### src/rtl/rock_scheduler.sv
// -----------------------------------------------------------------------------
// rock_scheduler
//
// Rocking-motion sequencer between the path-finding decision logic and the
// cradle motor driver. It produces alternating forward/back half-periods,
// holds the current frequency and amplitude levels, and applies frequency-up,
// frequency-down and amplitude-down requests only at full-period ends. Every
// level change is followed by a settle interval of SETTLE full periods, during
// which requests are ignored. Levels persist across enable cycles; only reset
// restores them.
//
// Optional feature macro: ROCK_AMP_RESTORE_EN
//   When defined, the amplitude level climbs back by one towards A_INIT after
//   RESTORE_PERIODS consecutive period ends without an amplitude-down request.
//   When undefined, the amplitude level only ever decreases.
//
// Ports
//   clk          in   system clock, rising edge
//   reset        in   asynchronous, active-low reset
//   enable       in   rocking request
//   fplus        in   frequency-up request (level)
//   fmin         in   frequency-down request (level)
//   amin         in   amplitude-down request (level)
//   drive        out  motor active (forward or back half)
//   phase        out  0 = forward half, 1 = back half
//   freq_level   out  current frequency level [FW]
//   amp_level    out  current amplitude level [AW]
//   period_tick  out  one-cycle pulse after each full-period end
//   settling     out  settle interval in progress
// -----------------------------------------------------------------------------
module rock_scheduler #(
    parameter int FW              = 3,
    parameter int AW              = 3,
    parameter int BASE_HALF       = 1000,
    parameter int STEP_HALF       = 100,
    parameter int SETTLE          = 2,
    parameter int F_INIT          = 0,
    parameter int A_INIT          = 4,
    parameter int RESTORE_PERIODS = 8
) (
    input  logic          clk,
    input  logic          reset,
    input  logic          enable,
    input  logic          fplus,
    input  logic          fmin,
    input  logic          amin,
    output logic          drive,
    output logic          phase,
    output logic [FW-1:0] freq_level,
    output logic [AW-1:0] amp_level,
    output logic          period_tick,
    output logic          settling
);

    localparam int CW = $clog2(BASE_HALF + 1);
    localparam int SW = $clog2(SETTLE + 1);
    localparam logic [FW-1:0] FMAX = '1;

    // The shortest half (top frequency level) must still be at least one cycle,
    // and a settle interval of zero would let requests chain every period.
    if (BASE_HALF <= ((1 << FW) - 1) * STEP_HALF || SETTLE < 1 || RESTORE_PERIODS < 1) begin : g_bad_params
        $error("rock_scheduler: invalid parameter set");
    end

    typedef enum logic [1:0] {
        S_IDLE = 2'd0,
        S_FWD  = 2'd1,
        S_BACK = 2'd2
    } state_t;

    state_t        state;
    state_t        state_nxt;
    logic [CW-1:0] half_cnt;
    logic [CW-1:0] half_cnt_nxt;
    logic [FW-1:0] freq_nxt;
    logic [AW-1:0] amp_nxt;
    logic [SW-1:0] settle_cnt;
    logic [SW-1:0] settle_nxt;
    logic          half_end;
    logic          period_end;
    logic          lvl_change;

`ifdef ROCK_AMP_RESTORE_EN
    localparam int RW = $clog2(RESTORE_PERIODS + 1);
    logic [RW-1:0] rest_cnt;
    logic [RW-1:0] rest_nxt;
    logic [RW-1:0] rest_inc;
`endif

    // Counter load value for a half at frequency level f: L-1, so the counter
    // reads 0 in the last cycle of the half.
    function automatic logic [CW-1:0] half_load(input logic [FW-1:0] f);
        int len;
        len = BASE_HALF - int'(f) * STEP_HALF;
        return CW'(len - 1);
    endfunction

    assign half_end   = (state != S_IDLE) && (half_cnt == '0);
    assign period_end = (state == S_BACK) && (half_cnt == '0);

    // ---------------------------------------------------------------- levels
    always_comb begin
        freq_nxt   = freq_level;
        amp_nxt    = amp_level;
        settle_nxt = settle_cnt;
        lvl_change = 1'b0;
`ifdef ROCK_AMP_RESTORE_EN
        rest_nxt   = rest_cnt;
        rest_inc   = rest_cnt;
`endif
        if (period_end) begin
            if (settle_cnt != '0) begin
                settle_nxt = settle_cnt - 1'b1;
            end else begin
                // Saturated requests leave the level alone and are not a change.
                if (fplus && !fmin && freq_level != FMAX) begin
                    freq_nxt   = freq_level + 1'b1;
                    lvl_change = 1'b1;
                end else if (fmin && !fplus && freq_level != '0) begin
                    freq_nxt   = freq_level - 1'b1;
                    lvl_change = 1'b1;
                end
                if (amin && amp_level != '0) begin
                    amp_nxt    = amp_level - 1'b1;
                    lvl_change = 1'b1;
                end
                if (lvl_change) begin
                    settle_nxt = SW'(SETTLE);
                end
            end
`ifdef ROCK_AMP_RESTORE_EN
            // The restore count keeps running through settle intervals; only
            // the actual step back up waits for the settle counter to clear.
            if (amin) begin
                rest_nxt = '0;
            end else begin
                rest_inc = (rest_cnt == RW'(RESTORE_PERIODS)) ? rest_cnt : rest_cnt + 1'b1;
                rest_nxt = rest_inc;
                if (rest_inc == RW'(RESTORE_PERIODS) && amp_level < AW'(A_INIT) && settle_cnt == '0) begin
                    amp_nxt    = amp_level + 1'b1;
                    rest_nxt   = '0;
                    settle_nxt = SW'(SETTLE);
                end
            end
`endif
        end
    end

    // ---------------------------------------------------------- next state
    // The load uses freq_nxt so the forward half after a change already runs
    // at the new frequency.
    always_comb begin
        state_nxt    = state;
        half_cnt_nxt = half_cnt;
        case (state)
            S_IDLE: begin
                half_cnt_nxt = '0;
                if (enable) begin
                    state_nxt    = S_FWD;
                    half_cnt_nxt = half_load(freq_nxt);
                end
            end
            S_FWD, S_BACK: begin
                if (half_end) begin
                    if (enable) begin
                        state_nxt    = (state == S_FWD) ? S_BACK : S_FWD;
                        half_cnt_nxt = half_load(freq_nxt);
                    end else begin
                        state_nxt    = S_IDLE;
                        half_cnt_nxt = '0;
                    end
                end else begin
                    half_cnt_nxt = half_cnt - 1'b1;
                end
            end
            default: begin
                state_nxt    = S_IDLE;
                half_cnt_nxt = '0;
            end
        endcase
    end

    // ------------------------------------------------------ state register
    always_ff @(posedge clk or negedge reset) begin
        if (!reset) begin
            state    <= S_IDLE;
            half_cnt <= '0;
        end else begin
            state    <= state_nxt;
            half_cnt <= half_cnt_nxt;
        end
    end

    always_ff @(posedge clk or negedge reset) begin
        if (!reset) begin
            freq_level  <= FW'(F_INIT);
            amp_level   <= AW'(A_INIT);
            settle_cnt  <= '0;
            period_tick <= 1'b0;
        end else begin
            freq_level  <= freq_nxt;
            amp_level   <= amp_nxt;
            settle_cnt  <= settle_nxt;
            period_tick <= period_end;
        end
    end

`ifdef ROCK_AMP_RESTORE_EN
    always_ff @(posedge clk or negedge reset) begin
        if (!reset) begin
            rest_cnt <= '0;
        end else begin
            rest_cnt <= rest_nxt;
        end
    end
`endif

    // ------------------------------------------------------------- outputs
    always_comb begin
        drive = 1'b0;
        phase = 1'b0;
        case (state)
            S_FWD:   drive = 1'b1;
            S_BACK: begin
                drive = 1'b1;
                phase = 1'b1;
            end
            default: ;
        endcase
    end

    assign settling = (settle_cnt != '0);

endmodule

### config.mk
export PLATFORM = sky130hd
export DESIGN_NAME = rock_scheduler
export DESIGN_NICKNAME = d
export VERILOG_FILES = /design/src/rtl/rock_scheduler.sv
export SDC_FILE = /design/constraint.sdc
export NUM_CORES = 1
export LEC_CHECK = 0
export ABC_CLOCK_PERIOD_IN_PS = 6300
export CAP_MARGIN = 10
export CORE_UTILIZATION = 61
export DETAILED_ROUTE_END_ITERATION = 8
export PLACE_DENSITY = 0.93
export SYNTH_ARGS = -nofsm -noshare
export SYNTH_HDL_FRONTEND = slang
export SYNTH_SLANG_ARGS = --single-unit
### constraint.sdc
create_clock -name clk -period 6.3 [get_ports clk]
set_input_delay 1.26 -clock clk [delete_from_list [all_inputs] [get_ports clk]]
set_output_delay 1.26 -clock clk [all_outputs]
set_load 0.005 [all_outputs]
# [After elaboration in Yosys (flattened, before gate mapping)]
# Index checks and enable logic that the tools add are counted.
[classes] bitwise=1 mul=1 addsub=7 n_lt_le_gt_ge=0 n_div=0 shifts=0 n_reduce_logical=20 eq_ne=5 muxes=21
[ops] op="2-to-1 mux 10 bit" count=2
[ops] op="one-hot mux 10 bit (2 select lines)" count=1
[ops] op="2-to-1 mux 2 bit" count=6
[ops] op="2-to-1 mux 3 bit" count=4
[ops] op="zero test 10 bit" count=1
[ops] op="subtractor 10 x 1 -> 10 bit, second input constant" count=1
[ops] op="subtractor 10 bit, first input constant" count=1
[ops] op="subtractor 10 x 2 -> 10 bit, second input constant" count=1
[ops] op="multiplier 3 x 5 -> 8 bit, second input constant" count=1
[ops] op="logical AND 1 bit" count=7
[ops] op="2-to-1 mux 1 bit" count=7
[ops] op="nonzero test 2 bit" count=3
[ops] op="nonzero test 3 bit" count=2
[ops] op="subtractor 3 x 1 -> 3 bit, second input constant" count=2
[ops] op="one-hot mux 2 bit (2 select lines)" count=1
[ops] op="AND reduction 2 bit" count=2
[ops] op="adder 3 x 1 -> 3 bit, second input constant" count=1
[ops] op="inequality test 3 bit, second input constant" count=1
[ops] op="AND reduction 3 bit" count=1
[ops] op="equality test 2 x 1 -> 1 bit, second input constant" count=1
[ops] op="equality test 2 bit, second input constant" count=1
[ops] op="zero test 1 bit" count=2
[ops] op="zero test 2 bit" count=1
[ops] op="inequality test 2 x 1 -> 1 bit, second input constant" count=1
[ops] op="other kinds (4)" count=4
[word_totals] rom_bits=0 inputBits=6 latchBits=0 output_inout_bits=10 word_cells=61 mem_count=0 mem_bits_rw=0 register_bits=21

# [Depth between registers and ports, before layout]
[depth] ltp_word=13 depth_mapped=14 depth_no_buf=14

# [Worst setup path after synthesis]
# No wires, ideal clock.
[synth_path] path_kind="input to register" from="in fmin" to="reg half_cnt[9]" path_buffers=1 t_arrival_ns=3.448 required_time_ns=6.168 setup_slack_ns=2.720 setup_time_ns=0.132 cell_stages=12 cell_sequence="clkbuf_1 -> a31oi_1 -> a221o_1 -> nor2_1 -> o21bai_1 -> ha_1 -> ha_1 -> ha_1 -> nand3_1 -> xnor2_1 -> a22oi_1 -> nor2_1"
[synth_via] elab_chain_len=12 elab_cells_between_ends=15 classes_between="add/sub: 2; mul: 1; mux: 7; reduce/logical: 5"
[synth_lines] element="start, declared" line="45" rtl="input logic fmin,"
[synth_lines] element="logical AND 1 bit or zero test 1 bit (tied branches)" line="119, 116"
[synth_lines] element="logical AND 1 bit (on tied branches)" line="119, 116"
[synth_lines] element="2-to-1 mux 3 bit or logical AND 1 bit (tied branches)" line="119, 116"
[synth_lines] element="2-to-1 mux 3 bit *" line="116" rtl="if (fplus && !fmin && freq_level != FMAX) begin"
[synth_lines] element="2-to-1 mux 3 bit *" line="112" rtl="if (settle_cnt != '0) begin"
[synth_lines] element="2-to-1 mux 3 bit *" line="111" rtl="if (period_end) begin"
[synth_lines] element="via freq_nxt[2]" line="75" rtl="logic [FW-1:0] freq_nxt;"
[synth_lines] element="multiplier 3 x 5 -> 8 bit *" line="94" rtl="len = BASE_HALF - int'(f) * STEP_HALF;"
[synth_lines] element="subtractor 10 bit *" line="94"
[synth_lines] element="subtractor 10 x 2 -> 10 bit *" line="95" rtl="return CW'(len - 1);"
[synth_lines] element="2-to-1 mux 10 bit *" line="158, 165"
[synth_lines] element="2-to-1 mux 10 bit" line="164" rtl="if (half_end) begin"
[synth_lines] element="one-hot mux 10 bit (2 select lines) *" line="155" rtl="case (state)"
[synth_lines] element="via half_cnt_nxt[9]" line="74" rtl="logic [CW-1:0] half_cnt_nxt;"
[synth_lines] element="end signal, assigned" line="190" rtl="half_cnt <= half_cnt_nxt;"
[synth_lines] element="end, declared" line="73" rtl="logic [CW-1:0] half_cnt;"
# Mark *: on every way through the listed nets, which the timed path passes. The rest lies on a longest branch.
# A chain may end at the register's enable or synchronous reset.

# [Worst setup path in the final report]
# Ends and elaborated chain as after synthesis.

==> results.md <==
* Clock insertion delay at the later pin of the skew report at 0.31 ns
* Final WL at 3451 um
* Nets at 227
* GRT overflow at 0
* Seq/Total Area, Yosys at 32.24%
* Die area at 2890 um2
* Final setup vio count at 0
* Placed Instances at 224
* Post-synth cell types at 43
* Chip Width at 53.76 um
* VDD IR-drop max at 224.6 uV
* Clock-pin slew on the worst setup and hold paths at 0.12 ns
* Worst Path Arrival at 4.21 ns
* CP required at 6.50 ns
* Maximum clock path buffer count at 2
* Post-synth ARST share at 100.0%
* Fin cells at 228
* TritonCTS Sinks at 21
* Util after Layout at 73.32%
* Pin count of the biggest net entering global routing at 22
* Synth Cell Area at 1634 um2
* Avg Inst Size Synth at 8.929 um2
* Final Max Slew Viols at 0
* Post-layout minimum cycle time at 4.018 ns
* CTS buffer count at 3
* Global placer's final weighted congestion at 0.9188
* Hold buffer count at CTS at 0
* Share of cells above drive strength 1 at 6.061%
* Clk_skew at 0.009074 ns
* RSZ-0062 raised after global routing: false
* Yosys reg bits at 21
* Final HPWL DP at 2627 um
* Port buffer count at 15
* Cts repair resizes at 0
* Post-CTS setup buffers at 0
* DRC viols at 0
* Routed vias/inst at 6.092
* FP Rows at 18
* Final hold viol count at 0
* Initial antenna violation count at 0
* ANT nets after route at 0
* FILL cells at 178
* Critical Path Start Type: input port
* Global-route usage over all layers at 27.33%
* I/O pin count at 16
* Starting DRT DRC Count at 28
* H-tree levels at 1
* Layout overhead on the synthesized area at 12.17%
* MaxCap Viol Count at 0
* Static Leakage at 0.0008532 uW
* Syn_nets at 211
* Root Driver: clkbuf_4
* Core Area at 2500 um2
* Die Y at 53.76 um
* Critical path class: in -> reg
* F_max at 248.9 MHz
* Routed len/inst at 15.14 um
* Worst-Margin Slew at 1.000 ns
* Post-synth top flop: dfrtp_1
* Hold Crit Class: reg -> reg
* Crit Path Max Fanout at 11
* Number of flops mapped to enable cells by yosys at 0
* Rel. slew slack at 33.10%
* Routed via count at 1389
* First-pass GRT wire length at 5699 um
* Yosys warnings at 0
* Cells after synthesis at 183
* Fin crit share at 63.77%
* TritonRoute pass-1 iters at 4
* Crit end category: flop
* Setup TNS at 0 ns
* PD cells at 293.4 nW/um2
* CTS tree: done
* Status: finished clean
* Diodes inserted at 0
* Initial Utilization at 65.37%
* Vias in the first global route at 1319
==> routing by layer <==
metal  share of wire [%]  track usage, %  wire (um)
met5                   0               0          0
met4                 2.3           13.16         79
met2                  51           44.65       1744
met1                  44           32.98       1515
met3                 3.2           7.345        111
==> power breakdown <==
part           total [uW]  leakage, uW  switching (uW)  internal, uW
Combinational         265     0.000577             151           114
Sequential            207     0.000261            39.2           167
Clock                66.3    0.0000150            41.6          24.7
==> cells by family (layout without fill, tap and decap cells) <==
family          count (synthesis)  in the layout  share of synthesized area [%]
simple gates                   66             66                          22.66
mux                             1              1                         0.6891
buf+inv                        22             37                          5.053
xor+xnor                       13             13                          7.427
compound gates                 38             38                          15.08
flops                          21             21                          32.24
fa+ha+maj                      22             22                          16.85
==> layout by cell type (no fill, tap or decap), types with 2 or more instances in the layout <==
cell             netlist  final
a21oi_1                5      5
a22oi_1                7      7
a31oi_1                2      2
clkbuf_4               0      3
clkdlybuf4s50_1        0     15
dfrtp_1               20     20
ha_1                  22     22
inv_1                 18     18
nand2_1               15     15
nand2b_1               4      4
nand3_1                7      7
nand3b_1               2      2
nor2_1                16     16
nor2b_1                4      4
nor3_1                 3      3
nor3b_1                3      3
nor4_1                 2      2
o21ai_0               11     11
o21ai_1                3      3
xnor2_1                7      7
xor2_1                 5      5
==> cell type report <==
type                    count  area [um2]  share of cell area (%)
multi-input cells         140        1025                   55.90
repair buffers             15       150.1                   8.191
flip-flops and latches     21       526.8                   28.74
clock buffers               4       26.28                   1.433
inverters                  18       67.56                   3.686
well taps                  30       37.54                   2.048
==> worst paths after layout <==
| check | from | endpoint | slack (ns) | cells past startpoint |
|---|---|---|---|---|
| worst max register to register | half_cnt[0] | half_cnt[9] | 2.77 | 13 |
| max in group asynchronous | reset | amp_level[1] | 4.21 | 1 |
| worst min register to register | amp_level[2] | amp_level[2] | 0.51 | 2 |
| worst min-delay path | amp_level[2] | amp_level[2] | 0.51 | 2 |
| min in group asynchronous | reset | half_cnt[0] | 1.48 | 1 |
| worst max-delay path | fmin | half_cnt[9] | 2.28 | 12 |
==> state kept, by name, summed over array words and instances, names as in the netlist <==
signal and flops:
freq_level 3, settle_cnt 2, amp_level 3, state 2
half_cnt 10, period_tick 1
==> synthesized netlist by cell type, drive strengths merged (2+ instances only) <==
| library cell | number | area, um2 |
|---|---|---|
| a22oi | 7 | 52.55 |
| xor2 | 5 | 43.79 |
| a21oi | 5 | 25.02 |
| nand3b | 2 | 15.01 |
| a211oi | 2 | 20.02 |
| nand3 | 7 | 35.03 |
| nor2 | 16 | 60.06 |
| clkbuf | 4 | 15.01 |
| nand2b | 5 | 33.78 |
| nor2b | 4 | 25.02 |
| nor3 | 5 | 41.29 |
| xnor2 | 8 | 77.58 |
| nand2 | 15 | 56.30 |
| nor3b | 3 | 22.52 |
| a31oi | 2 | 12.51 |
| inv | 18 | 67.56 |
| nor4 | 3 | 33.78 |
| ha | 22 | 275.3 |
| or4 | 2 | 18.77 |
| o21ai | 14 | 70.06 |
| dfrtp | 20 | 500.5 |
==> metrics by stage <==
stage | area (um2) | setup WS [ns] | hold WS [ns] | power (uW)
final | 1833 | 2.282 | 0.5115 | 537.7
after global routing | 1833 | 2.100 | 0.5366 | 581.4
after CTS | 1833 | 2.368 | 0.5122 | 537.3
after detailed placement | 1807 | 2.032 | 0.4951 | 469.1
after global placement | 1807 | 2.237 | 0.4807 | 456.9
after floorplan | 1634 | 2.720 | 0.4734 | 406.9
==> critical path: stages <==
cell             delay (ns)
clkdlybuf4s50_1        0.58
nor2b_1                0.24
o21ai_0                0.24
nand3_1                0.19
o21ai_1                0.37
inv_1                  0.17
ha_1                   0.25
a21boi_0               0.36
nand3_1                0.16
xnor2_1                0.15
a22oi_1                0.19
nor2_1                 0.06
(Power assumes the default switching activity.)
==> edit, RTL diff (same settings) <==
The parameter `BASE_HALF` goes from 1000 to 4000.
--- a/src/rtl/rock_scheduler.sv
+++ b/src/rtl/rock_scheduler.sv
@@ -33,3 +33,3 @@
     parameter int AW              = 3,
-    parameter int BASE_HALF       = 1000,
+    parameter int BASE_HALF       = 4000,
     parameter int STEP_HALF       = 100,
Behaviour: same outputs for any inputs over 10 cycles, from zero or initial values and one cycle with reset low; that may be too few to reach the edited logic, so the function may still have changed.
==> edit against the unedited design <==
Power is 13% higher; clock skew is 0.0019 ns lower; sequential cell count is 2 higher; routed wire length is 16% higher; worst setup slack worse by 0.62 ns; final area is 5.7% higher; critical path depth stayed put; synthesized area is 5.6% higher; critical path type unchanged; critical endpoint is now half_cnt[8].
==> edit: results (changes against the unedited design) <==
run_status:
  status: "finished clean"
placed_design:
  dp.final_hpwl_mm: 3.03  # +15%
  placed_cell_area_sq_mm: 0.00191  # +5.7%
  place_ws_ns: 1.50  # -0.536 ns
  port_buffers: 15  # unchanged
  place_congestion: 0.961  # +4.6%
detailed_routing:
  wl_mm: 4.01  # +16%
  drtIter0Drc: 65  # +130%
  drt_first_pass_iters: 4  # unchanged
  viasPerCell: 6.42  # +5.4%
logic_synthesis:
  synthTopCellsByCount: "22 x dfrtp_1, 20 x ha_1, 18 x inv_1"
  synth.distinct_cells: 48  # +12%
  syn_nets: 209  # -0.95%
  ys_top_cells_by_area: "dfrtp_1 32%, ha_1 15%, xor2_1 4.6%, inv_1 3.9%, nor2_1 3.3%"
  synthFlopType: "dfrtp_1"
  yosysSeqAreaShare: 0.334  # +0.0119
layout:
  drive_above_1_share: 0.0846  # +0.0240
  fin_nets: 228  # +0.44%
  layout_top_registers: "half_cnt (12), amp_level (3), freq_level (3)"
  n_antenna_cell: 0  # unchanged
grt:
  grtUsageTotal: 0.302  # +0.0289
  grt_max_degree: 24  # +9.1%
  grt_pass1_wl_mm: 6.43  # +13%
  grt_pass1_vias: 1396  # +5.8%
critical_path:
  critPathMaxStageDelay_ns: 0.52  # -0.06 ns
  critPathSlowestCell: "or3b_2"
  critPathArrivalTime_ns: 4.89  # +0.68 ns
  crit_fanout: 5  # -6
cts:
  cts_made_buffers: 3  # unchanged
  clock_latency_ns: 0.31  # about the same
  cts_resized: 0  # unchanged
  cts_max_path_buffers: 2  # unchanged
  cts_root_buf: "clkbuf_4"
min_path:
  hold_class: "register to register"
timing:
  fin_worst_skew_ns: 0.00716  # -0.00191 ns
  relSlewSlack: 0.311  # -0.0201
power_and_ir_drop:
  intPower_w: 0.000335  # +9.7%
  power.static_leakage_nw: 0.879  # +3.1%
  ir_worst_vdd_mv: 0.255  # +14%
edit: cell types whose count changed after synthesis, moves of 3 or more:
cell	change
o21ai_0	-7
a21oi_1	+5
xor2_1	+4
clkbuf_1	-3
a22oi_1	-5
o32ai_1	+3
edit: per-layer routing:
metal / share of wire / routed length, um / up-vias / global-route usage
met4: 0.030 / 121 / 0 / 0.121
met3: 0.060 / 239 / 18 / 0.0355
met2: 0.49 / 1970 / 69 / 0.518
met5: 0 / 0 / - / 0
met1: 0.42 / 1680 / 704 / 0.383
li1: - / - / 692 / -
edit: cells by family after synthesis:
group | after synthesis | synth area share
AND/OR/NAND/NOR | 69 | 0.251
buffers and inverters | 19 | 0.0413
adder cells (fa/ha/maj) | 20 | 0.145
AO/OA/AOI/OAI | 35 | 0.140
multiplexers | 2 | 0.0123
XOR/XNOR | 15 | 0.0761
flip-flops | 23 | 0.334
edit: power groups by stage:
stage	registers, W	logic [W]	clock network (W)
floorplan	0.000231	0.000222	0
global placement	0.000236	0.000277	0
detailed placement	0.000242	0.000290	0
CTS	0.000239	0.000293	0.0000692
global route	0.000247	0.000328	0.0000758
finish	0.000240	0.000301	0.0000691
edit: worst paths after layout:
kind                                 endpoint     startpoint  slack (ns)  depth (start not counted)
min in group asynchronous         half_cnt[5]          reset        1.49                          1
worst max register to register    half_cnt[8]  freq_level[0]        2.17                         13
worst min register to register   amp_level[2]   amp_level[2]        0.51                          2
worst max-delay path              half_cnt[8]          fplus        1.66                         12
max in group asynchronous       settle_cnt[0]          reset        4.18                          1
worst min-delay path             amp_level[2]   amp_level[2]        0.51                          2
edit: area by class of cell:
cell class,instances,area (sq um)
repair buffers,15,150
fillers,188,631
multi-input cells,141,1080
flip-flops and latches,23,577
clock inverters,1,5.00
inverters,18,67.6
well taps,30,37.5
clock buffers,3,22.5
edit: through the flow:
| stage | utilization | cells | hold slack (ns) |
|---|---|---|---|
| global route | 0.754 | 231 | 0.542 |
| finish | 0.754 | 231 | 0.509 |
| floorplan | - | 183 | 0.474 |
| global placement | 0.744 | 227 | 0.486 |
| detailed placement | 0.744 | 227 | 0.493 |
| CTS | 0.754 | 231 | 0.514 |
edit: worst register-to-register path: stages (launching register included):
cell      delay, ns
dfrtp_1        0.50
ha_1           0.25
ha_1           0.17
or3b_2         0.51
a221o_1        0.38
a21oi_1        0.35
inv_1          0.17
ha_1           0.31
ha_1           0.20
ha_1           0.33
nand2b_1       0.22
o41ai_1        0.46
o311ai_1       0.15
o21ai_1        0.09
